<file path="src/rtl/sap_1_controller_sequencer_pkg.sv">
// SAP-1 controller-sequencer shared constants: opcodes, control-word
// bit positions, one-hot T-states and the bus types built on them.
package sap_1_pkg;

    localparam int OPCODE_W = 4;
    localparam int CON_W    = 12;
    localparam int T_STATES = 6;

    typedef logic [OPCODE_W-1:0] opcode_t;
    typedef logic [CON_W-1:0]    con_t;
    typedef logic [T_STATES-1:0] tstate_t;

    localparam opcode_t OP_LDA = 4'h0;
    localparam opcode_t OP_ADD = 4'h1;
    localparam opcode_t OP_SUB = 4'h2;
    localparam opcode_t OP_OUT = 4'hE;
    localparam opcode_t OP_HLT = 4'hF;

    localparam int CON_CP = 11;
    localparam int CON_EP = 10;
    localparam int CON_LM = 9;
    localparam int CON_CE = 8;
    localparam int CON_LI = 7;
    localparam int CON_EI = 6;
    localparam int CON_LA = 5;
    localparam int CON_EA = 4;
    localparam int CON_SU = 3;
    localparam int CON_EU = 2;
    localparam int CON_LB = 1;
    localparam int CON_LO = 0;

    localparam logic [5:0] T1 = 6'b000001;
    localparam logic [5:0] T2 = 6'b000010;
    localparam logic [5:0] T3 = 6'b000100;
    localparam logic [5:0] T4 = 6'b001000;
    localparam logic [5:0] T5 = 6'b010000;
    localparam logic [5:0] T6 = 6'b100000;

    function automatic con_t con_bit(input int idx);
        con_bit = con_t'(1) << idx;
    endfunction

endpackage

</file>
<file path="src/rtl/sap_1_controller_sequencer_if.sv">
// Bus between the SAP-1 sequencer (master) and the datapath/IR side (slave):
// opcode in, control word and sequencing status out.
interface sap_1_controller_sequencer_if;
    import sap_1_pkg::*;

    opcode_t opcode;
    con_t    con;
    tstate_t t_state;
    logic    halted;
    logic    instr_done;

    modport master (
        input  opcode,
        output con,
        output t_state,
        output halted,
        output instr_done
    );

    modport slave (
        output opcode,
        input  con,
        input  t_state,
        input  halted,
        input  instr_done
    );

endinterface

</file>
<file path="src/rtl/sap_1_ring_counter.sv">
// Six-state one-hot ring counter T1..T6 with hold; any non-one-hot
// state falls back to T1 on the next edge.
module sap_1_ring_counter
    import sap_1_pkg::*;
(
    input  logic    Clk,
    input  logic    Clr,
    input  logic    hold,
    output tstate_t t_state
);

    tstate_t t_q;
    tstate_t t_d;
    logic    onehot;

    assign onehot = (t_q != '0) && ((t_q & (t_q - tstate_t'(1))) == '0);

    always_comb begin
        t_d = t_q;
        if (!onehot) begin
            t_d = T1;
        end else if (!hold) begin
            t_d = {t_q[T_STATES-2:0], t_q[T_STATES-1]};
        end
    end

    always_ff @(posedge Clk or posedge Clr) begin
        if (Clr) begin
            t_q <= T1;
        end else begin
            t_q <= t_d;
        end
    end

    assign t_state = t_q;

endmodule

</file>
<file path="src/rtl/sap_1_controller_sequencer.sv">
// SAP-1 controller-sequencer: ring counter plus per-T-state microcode decode.
// Optional halt support is enabled with the SAP1_CTRL_HALT_EN macro.
module sap_1_controller_sequencer #(
    parameter int OPCODE_W = sap_1_pkg::OPCODE_W,
    parameter int T_STATES = sap_1_pkg::T_STATES,
    parameter int CON_W    = sap_1_pkg::CON_W
) (
    input  logic                          Clk,
    input  logic                          Clr,
    sap_1_controller_sequencer_if.master  bus
);
    import sap_1_pkg::*;

    if (OPCODE_W != 4) begin : g_bad_opcode_w
        $error("OPCODE_W must be 4");
    end
    if (T_STATES != 6) begin : g_bad_t_states
        $error("T_STATES must be 6");
    end
    if (CON_W != 12) begin : g_bad_con_w
        $error("CON_W must be 12");
    end

    tstate_t t_state;
    logic    hold;
    logic    halted_w;
    con_t    con_c;
    opcode_t op;

    assign op = bus.opcode;

`ifdef SAP1_CTRL_HALT_EN
    logic halted_q;
    logic halted_d;
    logic hlt_now;

    // Hold the ring on the same edge that latches halted so it freezes at T4.
    assign hlt_now  = t_state[3] & (op == OP_HLT) & ~halted_q;
    assign halted_d = halted_q | hlt_now;
    assign hold     = halted_q | hlt_now;

    always_ff @(posedge Clk or posedge Clr) begin
        if (Clr) begin
            halted_q <= 1'b0;
        end else begin
            halted_q <= halted_d;
        end
    end

    assign halted_w = halted_q;
`else
    assign hold     = 1'b0;
    assign halted_w = 1'b0;
`endif

    sap_1_ring_counter u_ring (
        .Clk     (Clk),
        .Clr     (Clr),
        .hold    (hold),
        .t_state (t_state)
    );

    always_comb begin
        con_c = '0;
        unique case (1'b1)
            t_state[0]: con_c = con_bit(CON_EP) | con_bit(CON_LM);
            t_state[1]: con_c = con_bit(CON_CP);
            t_state[2]: con_c = con_bit(CON_CE) | con_bit(CON_LI);
            t_state[3]: begin
                if (op == OP_LDA || op == OP_ADD || op == OP_SUB) begin
                    con_c = con_bit(CON_EI) | con_bit(CON_LM);
                end else if (op == OP_OUT) begin
                    con_c = con_bit(CON_EA) | con_bit(CON_LO);
                end
            end
            t_state[4]: begin
                if (op == OP_LDA) begin
                    con_c = con_bit(CON_CE) | con_bit(CON_LA);
                end else if (op == OP_ADD || op == OP_SUB) begin
                    con_c = con_bit(CON_CE) | con_bit(CON_LB);
                end
            end
            t_state[5]: begin
                if (op == OP_ADD) begin
                    con_c = con_bit(CON_EU) | con_bit(CON_LA);
                end else if (op == OP_SUB) begin
                    con_c = con_bit(CON_SU) | con_bit(CON_EU)
                          | con_bit(CON_LA);
                end
            end
            default: con_c = '0;
        endcase
        if (Clr || halted_w) begin
            con_c = '0;
        end
    end

    assign bus.con        = con_c;
    assign bus.t_state    = t_state;
    assign bus.halted     = halted_w;
    assign bus.instr_done = t_state[5] & ~halted_w & ~Clr;

endmodule

</file>
<file path="src/flat_wrapper.sv">
// flat-port wrapper written by rule: the top's interface ports become plain ports
module sap_1_controller_sequencer_flat import sap_1_pkg::*;
#(
    parameter int OPCODE_W = sap_1_pkg::OPCODE_W,
    parameter int T_STATES = sap_1_pkg::T_STATES,
    parameter int CON_W    = sap_1_pkg::CON_W
)
  (Clk, Clr, bus_opcode, bus_con, bus_t_state, bus_halted, bus_instr_done);
  sap_1_controller_sequencer_if bus_i ();
  input  logic Clk;
  input  logic Clr;
  input wire logic [$bits(bus_i.opcode)-1:0] bus_opcode;
  output wire logic [$bits(bus_i.con)-1:0] bus_con;
  output wire logic [$bits(bus_i.t_state)-1:0] bus_t_state;
  output wire logic [$bits(bus_i.halted)-1:0] bus_halted;
  output wire logic [$bits(bus_i.instr_done)-1:0] bus_instr_done;
  assign bus_i.opcode = bus_opcode;
  assign bus_con = bus_i.con;
  assign bus_t_state = bus_i.t_state;
  assign bus_halted = bus_i.halted;
  assign bus_instr_done = bus_i.instr_done;
  sap_1_controller_sequencer #(.OPCODE_W(OPCODE_W), .T_STATES(T_STATES), .CON_W(CON_W)) u_core (.Clk(Clk), .Clr(Clr), .bus(bus_i));
endmodule
</file>
<file path="config.mk">
export PLATFORM = sky130hd
export DESIGN_NAME = sap_1_controller_sequencer_flat
export DESIGN_NICKNAME = d
export VERILOG_FILES = /design/src/rtl/sap_1_controller_sequencer_pkg.sv /design/src/rtl/sap_1_controller_sequencer_if.sv /design/src/rtl/sap_1_ring_counter.sv /design/src/rtl/sap_1_controller_sequencer.sv /design/src/flat_wrapper.sv
export SDC_FILE = /design/constraint.sdc
export NUM_CORES = 1
export LEC_CHECK = 0
export CORE_AREA = 4 4 41 43
export DETAILED_ROUTE_END_ITERATION = 10
export DIE_AREA = 0 0 45 47
export DONT_BUFFER_PORTS = 1
export PLACE_DENSITY_LB_ADDON = 0.1
export SYNTH_ARGS = -nofsm -noshare
export SYNTH_HDL_FRONTEND = slang
export SYNTH_SLANG_ARGS = --single-unit
</file>
<file path="constraint.sdc">
create_clock -name Clk -period 2.1 [get_ports Clk]
set_input_delay 0.63 -clock Clk [delete_from_list [all_inputs] [get_ports Clk]]
set_output_delay 0.63 -clock Clk [all_outputs]
set_load 0.02 [all_outputs]
</file>
==> results.json <==
{
  "skew_ps": 5.174,
  "p_sw_frac": 0.2109,
  "drtIter0Drc": 3,
  "min-delay-path-class": "in -> async",
  "grt_first_pass_wirelength_um": 1725,
  "cp-end-kind": "output port",
  "syn_inst": 47,
  "die-area_sq_um": 2115,
  "root_buffer": "clkbuf_4",
  "htree_levels": 1,
  "insertedDiodeCount": 0,
  "power.switching_uw": 52.11,
  "multi_input_comb_area_sq_um": 261.5,
  "fin_crit_sh": 0.9436,
  "via_per_inst": 5.535,
  "cts_sinks": 6,
  "ys_seq_area_frac": 0.3361,
  "grt_max_degree": 12,
  "drv_cap": 0,
  "status": "completed",
  "rows": 13,
  "drive_gt1_frac": 0.3214,
  "yosys_warnings": 0,
  "first_pass_iters": 3,
  "largest_reg_flops": 6,
  "grt_pass1_vias": 380,
  "required_ps": 1470,
  "wirelength_um": 1097,
  "die_y_um": 47,
  "p_clk_frac": 0.461,
  "core_area_sq_um": 1301,
  "clk_pin_slew_worst_paths_ps": 50,
  "fillers": 140,
  "timing.fmax_mhz": 504.7,
  "leakage_nw": 0.2300,
  "drv_slew": 0,
  "postLayoutCellArea_sq_um": 540.5,
  "clk_latency_ps": 250,
  "internal-power_uw": 194.9,
  "syn-num-nets": 53,
  "rsz0062_at_grt": "false",
  "ys_types": 26,
  "hpwl_um": 906.2,
  "clockBufferDepth": 2,
  "tritoncts": "built",
  "ff2ff_path_depth": 4,
  "syn_area_sq_um": 450.4,
  "antenna_found_initial": 0,
  "ff_latch_area_sq_um": 151.4,
  "p_comb_frac": 0.069,
  "avgSynthCellArea_sq_um": 9.584,
  "fin_util": 0.4154,
  "grt_remaining_overflow": 0,
  "initial_utilization": 0.3462,
  "syn_to_final_growth_pct": 20.00,
  "wl_per_cell_um": 15.45,
  "whs_ps": 256.3,
  "cts_setup_buffers": 0,
  "io_pins": 26,
  "setup_violations": 0,
  "dieWidth_um": 45,
  "cts-resized-gates": 0,
  "cts.hold.buffers_added": 0,
  "numCtsBuffers": 3,
  "io_buffer_count": 0,
  "ir_drop_mv": 0.2556,
  "crit_fanout": 4,
  "crit_type": "in -> out",
  "power.density_nw_per_um2": 457.1,
  "worstPathArrival_ps": 1350,
  "ant_nets": 0,
  "gp_congestion": 0.7846,
  "drc": 0,
  "hold_violations": 0,
  "finalNetCount": 63,
  "ys_ff_latch": 6,
  "grt.total_usage": 0.1159,
  "placed_area_sq_um": 514.2,
  "period_needed_ps": 1982,
  "via_count": 393,
  "cp-start-kind": "primary input",
  "power_frac_seq": 0.470
}
-- worst max-delay path, stage by stage --
cell	delay, ps
a211oi_1	360
a21oi_1	130
nor2_1	90
buf_4	140
-- kinds of logic after synthesis --
| kind of cell | after synthesis | synth area share |
|---|---|---|
| and+or+nand+nor | 24 | 0.4083 |
| buffers and inverters | 7 | 0.09442 |
| AOI/OAI and AO/OA | 6 | 0.09167 |
| DFF | 6 | 0.3361 |
| xor gates and xnor gates | 2 | 0.03890 |
| muxes | 1 | 0.02222 |
| other | 1 | 0.008325 |
-- area by class of cell --
cell class,count,area share
Clock buffer,4,0.04861
Inverter,2,0.01389
Multi-Input combinational cell,34,0.4838
Sequential cell,6,0.2801
Tap cell,15,0.03472
Timing Repair Buffer,10,0.1389
-- cells in the mapped netlist (all sizes together) --
cell,instances,share of area
nor4,4,0.056
xnor2,2,0.039
a21oi,2,0.022
o21a,1,0.017
a211oi,2,0.033
dfstp,1,0.058
and3,1,0.014
clkbuf,1,0.0083
and2,2,0.028
nand3,1,0.011
dfrtp,5,0.28
nor3,2,0.022
inv,2,0.017
nor4b,4,0.14
mux2i,1,0.022
buf,4,0.069
nand2,1,0.0083
or3,2,0.039
nor2b,5,0.069
nor2,2,0.017
a2bb2oi,1,0.019
conb,1,0.0083
-- stage by stage --
stage | setup TNS (ps) | cells | power [mW] | worst slack, ps
floorplan | -104.4 | 47 | 0.1342 | -56.81
global placement | 0 | 67 | 0.1345 | 185.3
detailed placement | 0 | 67 | 0.1350 | 117.2
CTS | 0 | 71 | 0.2533 | 109.7
global route | 0 | 71 | 0.2604 | 19.98
finish | 0 | 71 | 0.2470 | 118.5
-- power by group through the flow --
stage	registers, mW	logic, mW	clock network (mW)
6_report	0.116	0.0170	0.114
5_1_grt	0.116	0.0188	0.126
4_1_cts	0.116	0.0173	0.120
3_5_place_dp	0.118	0.0172	0
3_3_place_gp	0.118	0.0167	0
2_1_floorplan	0.118	0.0164	0
-- layer usage --
layer | vias to the layer above | GRT usage | wire, um
met5 | - | 0 | 0
met4 | 0 | 0.08772 | 31
met3 | 5 | 0.04981 | 145
met2 | 22 | 0.1780 | 520
met1 | 183 | 0.1267 | 399
li1 | 183 | - | -
-- cell usage in the layout (no fill, tap or decap), drive strengths merged, types with 4 or more instances in the layout --
cell type / n
nor4: 4
nor4b: 4
dfrtp: 5
buf: 10
clkbuf: 4
nor2b: 5
-- final timing paths --
kind / endpoint / from / slack (ps)
setup / recovery: bus_con[8] / bus_opcode[0] / 120
setup reg to reg: u_core.u_ring.t_state[0] / u_core.u_ring.t_state[2] / 710
hold / removal: u_core.u_ring.t_state[3] / Clr / 260
min in group Clk: u_core.u_ring.t_state[4] / u_core.u_ring.t_state[3] / 610
max in group asynchronous: u_core.u_ring.t_state[0] / Clr / 1640
hold reg to reg: u_core.u_ring.t_state[4] / u_core.u_ring.t_state[3] / 610
(Power assumes the default switching activity.)
